[src/rtl/sync_dualrail_source_2bits.sv]
// Synchronous-to-asynchronous bridge: buffers 2-bit words from a valid/ready port
// and emits them as dual-rail codewords with a four-phase handshake on ack_in.
module sync_dualrail_source_2bits #(
  parameter int FIFO_DEPTH  = 4,
  parameter int SYNC_STAGES = 2
) (
  input  logic        clk,
  input  logic        rst_n,
  input  logic [1:0]  in_data,
  input  logic        in_valid,
  output logic        in_ready,
  output logic [3:0]  data_out,
  input  logic        ack_in,
  output logic        busy,
  output logic [15:0] tx_count,
  output logic        proto_err
);

  localparam int AW = $clog2(FIFO_DEPTH);
  localparam int CW = AW + 1;

  typedef enum logic [1:0] {
    IDLE    = 2'd0,
    WAIT_HI = 2'd1,
    WAIT_LO = 2'd2
  } state_t;

  state_t                 state, state_next;
  logic [1:0]             mem [FIFO_DEPTH];
  logic [AW-1:0]          wr_ptr, rd_ptr;
  logic [CW-1:0]          count;
  logic                   full, push, pop;
  logic [SYNC_STAGES-1:0] sync_q;
  logic                   ack_s, ack_s_d, ack_rise;
  logic [3:0]             data_next;
  logic                   tx_inc;

  function automatic logic [3:0] encode(input logic [1:0] d);
    return {d[1], ~d[1], d[0], ~d[0]};
  endfunction

  // Handshake: a word is accepted on any rising edge where in_valid and in_ready
  // are both high; in_ready depends only on the registered fill level.
  assign full     = (count == CW'(FIFO_DEPTH));
  assign in_ready = ~full;
  assign push     = in_valid & ~full;
  assign busy     = (count != '0) | (state != IDLE);

  always_ff @(posedge clk) begin
    if (push) mem[wr_ptr] <= in_data;
  end

  always_ff @(posedge clk or negedge rst_n) begin
    if (!rst_n) begin
      wr_ptr <= '0;
      rd_ptr <= '0;
      count  <= '0;
    end else begin
      if (push) wr_ptr <= wr_ptr + 1'b1;
      if (pop)  rd_ptr <= rd_ptr + 1'b1;
      count <= count + CW'(push) - CW'(pop);
    end
  end

  // ack_in is asynchronous to clk; only the resynchronised ack_s reaches the FSM.
  always_ff @(posedge clk or negedge rst_n) begin
    if (!rst_n) begin
      sync_q  <= '0;
      ack_s_d <= 1'b0;
    end else begin
      sync_q  <= {sync_q[SYNC_STAGES-2:0], ack_in};
      ack_s_d <= ack_s;
    end
  end

  assign ack_s    = sync_q[SYNC_STAGES-1];
  assign ack_rise = ack_s & ~ack_s_d;

  always_comb begin
    state_next = state;
    data_next  = data_out;
    pop        = 1'b0;
    tx_inc     = 1'b0;
    case (state)
      IDLE: begin
        // A still-high ack (e.g. stale across reset) blocks emission until it drops.
        if (count != '0 && !ack_s) begin
          pop        = 1'b1;
          data_next  = encode(mem[rd_ptr]);
          state_next = WAIT_HI;
        end else begin
          data_next = 4'b0000;
        end
      end
      WAIT_HI: begin
        if (ack_s) begin
          data_next  = 4'b0000;
          tx_inc     = 1'b1;
          state_next = WAIT_LO;
        end
      end
      WAIT_LO: begin
        if (!ack_s) state_next = IDLE;
      end
      default: begin
        data_next  = 4'b0000;
        state_next = IDLE;
      end
    endcase
  end

  always_ff @(posedge clk or negedge rst_n) begin
    if (!rst_n) begin
      state     <= IDLE;
      data_out  <= 4'b0000;
      tx_count  <= 16'd0;
      proto_err <= 1'b0;
    end else begin
      state    <= state_next;
      data_out <= data_next;
      if (tx_inc) tx_count <= tx_count + 16'd1;
      if (ack_rise && (state == IDLE || state == WAIT_LO)) proto_err <= 1'b1;
    end
  end

endmodule
[config.mk]
export PLATFORM = sky130hd
export DESIGN_NAME = sync_dualrail_source_2bits
export DESIGN_NICKNAME = d
export VERILOG_FILES = /design/src/rtl/sync_dualrail_source_2bits.sv
export SDC_FILE = /design/constraint.sdc
export NUM_CORES = 1
export LEC_CHECK = 0
export CELL_PAD_IN_SITES_DETAIL_PLACEMENT = 1
export CELL_PAD_IN_SITES_GLOBAL_PLACEMENT = 1
export CORE_MARGIN = 1.5
export CORE_UTILIZATION = 38
export DETAILED_ROUTE_END_ITERATION = 8
export GPL_TIMING_DRIVEN = 1
export PLACE_DENSITY_LB_ADDON = 0.1
export RECOVER_POWER = 50
export SYNTH_ARGS = -nofsm -noshare
export SYNTH_HDL_FRONTEND = slang
export SYNTH_SLANG_ARGS = --single-unit
[constraint.sdc]
create_clock -name clk -period 2.25 [get_ports clk]
set_input_delay 0.45 -clock clk [delete_from_list [all_inputs] [get_ports clk]]
set_output_delay 0.45 -clock clk [all_outputs]
set_load 0.005 [all_outputs]
==> impl_summary.md <==
Status
The run finished with clean final reports.

Drt
The first-iteration detailed-routing DRC count is 44. The first TritonRoute pass finished after 4 iterations. The post-detailed-route wirelength per cell is 14.8 µm.

The DRC violation count after routing is 0. The final route contains 1148 vias. The final layout contains routed wiring with a total length of 3400 µm.

The number of vias per cell after detailed routing is approximately 5. Once detail routing completed, the nets flagged for antenna violations numbered 0.

Place
In this run the tool buffered the top-level ports with 28 buffer cells. The detailed-placement wirelength estimate is 2530 µm. Routability-driven placement finished with a final weighted congestion of 0.720. The area after detailed placement is 0.00216 mm².

Worst setup path
The signal on the critical path passes through or4_4 -> clkinv_2 -> ha_1 -> inv_1 -> ha_1 -> fa_2 -> xnor2_2 -> xnor2_1. By instance count, the cell type seen most on the critical path is sky130_fd_sc_hd__ha_1. The data required time at the worst endpoint is 2.42 ns. The largest single stage delay on the critical path is 0.55 ns. The worst setup path is captured at a flop. For the worst setup path, the data arrival time is 2.31 ns. The startpoint class of the critical path is a flop. In this run the worst path has a maximum fanout of 4.

The critical path contains buffers and inverters numbering 2 combined. The critical path's slowest cell is sky130_fd_sc_hd__or4_4. The critical setup path kind is flop to flop. Among cell families on the critical path, the largest total delay comes from adder cells.

STA
The final critical delay including setup and external delays is 2.13 ns. At the pin with the least slew margin, the transition time is 0.835 ns. On the final layout, the worst clock skew is 0.00502 ns. The number of endpoints with negative hold slack in the final report is 0.

The headroom to the max-slew limit is 0.444. Timing would allow up to 469 MHz. The part of the cycle the worst path needs is 0.947. The final number of max-transition violations is 0. Setup violations remaining at the end of the flow were counted as 0.

The sum of negative setup slack is 0 ns.

Clocking
Clock tree synthesis found a total of a little over 40 sinks. The tree is rooted in a sky130_fd_sc_hd__clkbuf_8. The total CTS buffers is 5. The clock passes through at most 2 buffers. TritonCTS built the clock tree.

The H-tree generated during clock tree synthesis spans 2 levels. For this design, the CTS-stage hold fixing added 0 buffers. The worst-skew pair later-pin latency is ~0.29 ns. Clock-pin slew was measured on the worst setup and hold paths at 0.07 ns.

Floorplanning
29 I/O pins were placed. For this configuration, the core starts out at a cell density of 0.401. The vertical extent of the die is 71.2 µm. The die is about 70 µm wide. The die covers 0.00507 mm². The site row count is 24.

The area of the core is 0.00441 mm².

Logic synthesis
The Yosys step of the flow raised 0 warnings. The fraction of the mapped netlist area in compound gates is 0.0283. The cell count after synthesis came out at 135. By area the synthesized netlist is led by sky130_fd_sc_hd__dfrtp_1 (47%), sky130_fd_sc_hd__edfxtp_1 (14%), sky130_fd_sc_hd__xnor2_1 (6.4%), sky130_fd_sc_hd__ha_1 (5.0%), sky130_fd_sc_hd__xor2_1 (3.5%).

The number of synthesized flops with an enable pin is 8. The parity-gate share of the synthesized area counting xor and xnor cells is 0.0991. The dominant synthesized flop cell is sky130_fd_sc_hd__dfrtp_1. Synthesis inferred 41 register bits. By area, the combinational part of the netlist is dominated by simple AND/OR/NAND/NOR gates.

The most instantiated library cell after synthesis is sky130_fd_sc_hd__dfrtp_1. The share of the synthesized area in the top cell type is 0.467. The number of distinct standard cells referenced by the synthesized netlist is 31.

Of the total synthesized cell area, the portion taken by full adders, half adders and majority gates is 0.0609. After synthesis, the share of cell area in mux cells is 0.0318. The netlist area before placement is 0.00177 mm². Of the total synthesized cell area, the portion taken by AND, OR, NAND and NOR gates is 0.157. The total nets after synthesis is 149. By count the netlist is led by sky130_fd_sc_hd__dfrtp_1 (33), sky130_fd_sc_hd__nand2_1 (13), sky130_fd_sc_hd__xnor2_1 (13). The sequential-to-total area share from yosys stat is 0.603. sky130_fd_sc_hd__dfrtp_1 takes more of the synthesized area than any other cell. Of all flip-flops after synthesis, the portion carrying an async set or reset was 0.805.

The mean instance size in the synthesized netlist is around 13 µm².

Finish
Counting the fill cells in the layout gives 462. Relative to the synthesized area, the layout overhead comes to 27.0%. Summing all non-filler instances in the final layout gives an area of about 0.0022 mm². The count of antenna diodes in the layout is 0.

The total area of multi-input combinational cells is around 670 µm². The fraction of final layout cells sized beyond drive strength 1 is 0.140. Across the whole layout, storage elements account for 0.00107 mm².

The net count of the finished layout is 191.

Min path
The class of the tightest hold or removal check is flop to flop.

Power
Dividing total power by cell area gives a power density of approximately 1100 mW/mm². The maximum ir drop on the vdd rail is 0.539 mV. In this run the static leakage power is 1.02 nW.

Global route
The initial antenna violation count is 0. The number of global-route vias before repair is 1175. After global routing the overflow that remains totals 0. For this run, global-route usage on met3 was measured as 0.0506. The layer with the highest usage is met2. The combined global-route utilization of all metal layers is 0.150.

The first global-routing pass estimated around 5800 µm of wire. The pin count of the biggest net entering global routing is 34. For this run, global-route usage on met1 was measured as 0.170. In the global route stage, met2 resource usage came out at 0.263.

Job
The tool flagged a number of max-cap violations equal to 0.
## metrics by stage
| stage | setup WS [ns] | std cells | total power [W] | util | hold slack (ns) |
|---|---|---|---|---|---|
| after floorplan | 0.127 | 135 | 0.00157 | - | 0.154 |
| after global placement | -0.0726 | 221 | 0.00189 | 0.489 | 0.339 |
| after detailed placement | -0.162 | 221 | 0.00196 | 0.489 | 0.345 |
| after CTS | 0.0192 | 229 | 0.00244 | 0.509 | 0.363 |
| after global routing | -0.00574 | 230 | 0.00260 | 0.509 | 0.375 |
| final | 0.119 | 230 | 0.00241 | 0.509 | 0.360 |
## registers in the layout, indices dropped and copies added (netlist names)
register / flops
state: 2
wr_ptr: 2
mem: 8
ack_s_d: 1
count: 3
proto_err: 1
data_out: 4
tx_count: 16
sync_q: 2
rd_ptr: 2
## layout make-up
class | instances | share of cell area
sequential | 41 | 0.475
multi-input combinational | 85 | 0.298
timing repair buffer | 35 | 0.144
clock buffer | 5 | 0.0307
tap | 52 | 0.0290
inverter | 9 | 0.0156
clock inverter | 3 | 0.00780
## layer usage
metal	routed length [µm]	share of wire	vias up
li1	-	-	543
met1	1410	0.42	583
met2	1830	0.54	20
met3	130	0.038	2
met4	26	0.0077	0
met5	0	0	-
## cell families after synthesis
kind of cell             after synthesis
AND/OR/NAND/NOR                       46
multiplexers                           3
XOR/XNOR                              20
adder cells (fa/ha/maj)                8
AO/OA/AOI/OAI                          8
flip-flops                            41
buffers and inverters                  9
## cells in the final DEF, fill, tap and decap left out, types with 3 or more instances in the layout
cell type / instances
sky130_fd_sc_hd__and3_1: 7
sky130_fd_sc_hd__buf_4: 4
sky130_fd_sc_hd__clkbuf_8: 5
sky130_fd_sc_hd__clkdlybuf4s50_1: 24
sky130_fd_sc_hd__clkinv_2: 3
sky130_fd_sc_hd__dfrtp_1: 33
sky130_fd_sc_hd__dlygate4sd3_1: 4
sky130_fd_sc_hd__edfxtp_1: 8
sky130_fd_sc_hd__ha_1: 7
sky130_fd_sc_hd__inv_1: 8
sky130_fd_sc_hd__nand2_1: 13
sky130_fd_sc_hd__nand3_1: 6
sky130_fd_sc_hd__nor2_1: 5
sky130_fd_sc_hd__o21ai_1: 3
sky130_fd_sc_hd__xnor2_1: 12
sky130_fd_sc_hd__xor2_1: 7
## power breakdown
part | switching (W) | internal, W
registers | 0.000175 | 0.000955
clock network | 0.000251 | 0.000214
logic | 0.000349 | 0.000464
total | 0.000775 | 0.00163
## repair_timing
action,4_1_cts,5_1_grt
hold endpoints to repair,0,0
setup buffers,0,1
resized for setup,0,3
setup endpoints to repair,0,1
## final timing paths
| check | depth (start not counted) | endpoint | startpoint | slack, ns |
|---|---|---|---|---|
| worst min register to register | 0 | sync_q[1] | sync_q[0] | 0.36 |
| worst max register to register | 8 | count[2] | state[1] | 0.12 |
| min in group asynchronous | 2 | tx_count[2] | rst_n | 0.79 |
| max in group asynchronous | 2 | tx_count[13] | rst_n | 0.93 |
| worst max-delay path | 8 | count[2] | state[1] | 0.12 |
| worst min-delay path | 0 | sync_q[1] | sync_q[0] | 0.36 |
No activity file was read; power rests on OpenSTA's default activity.
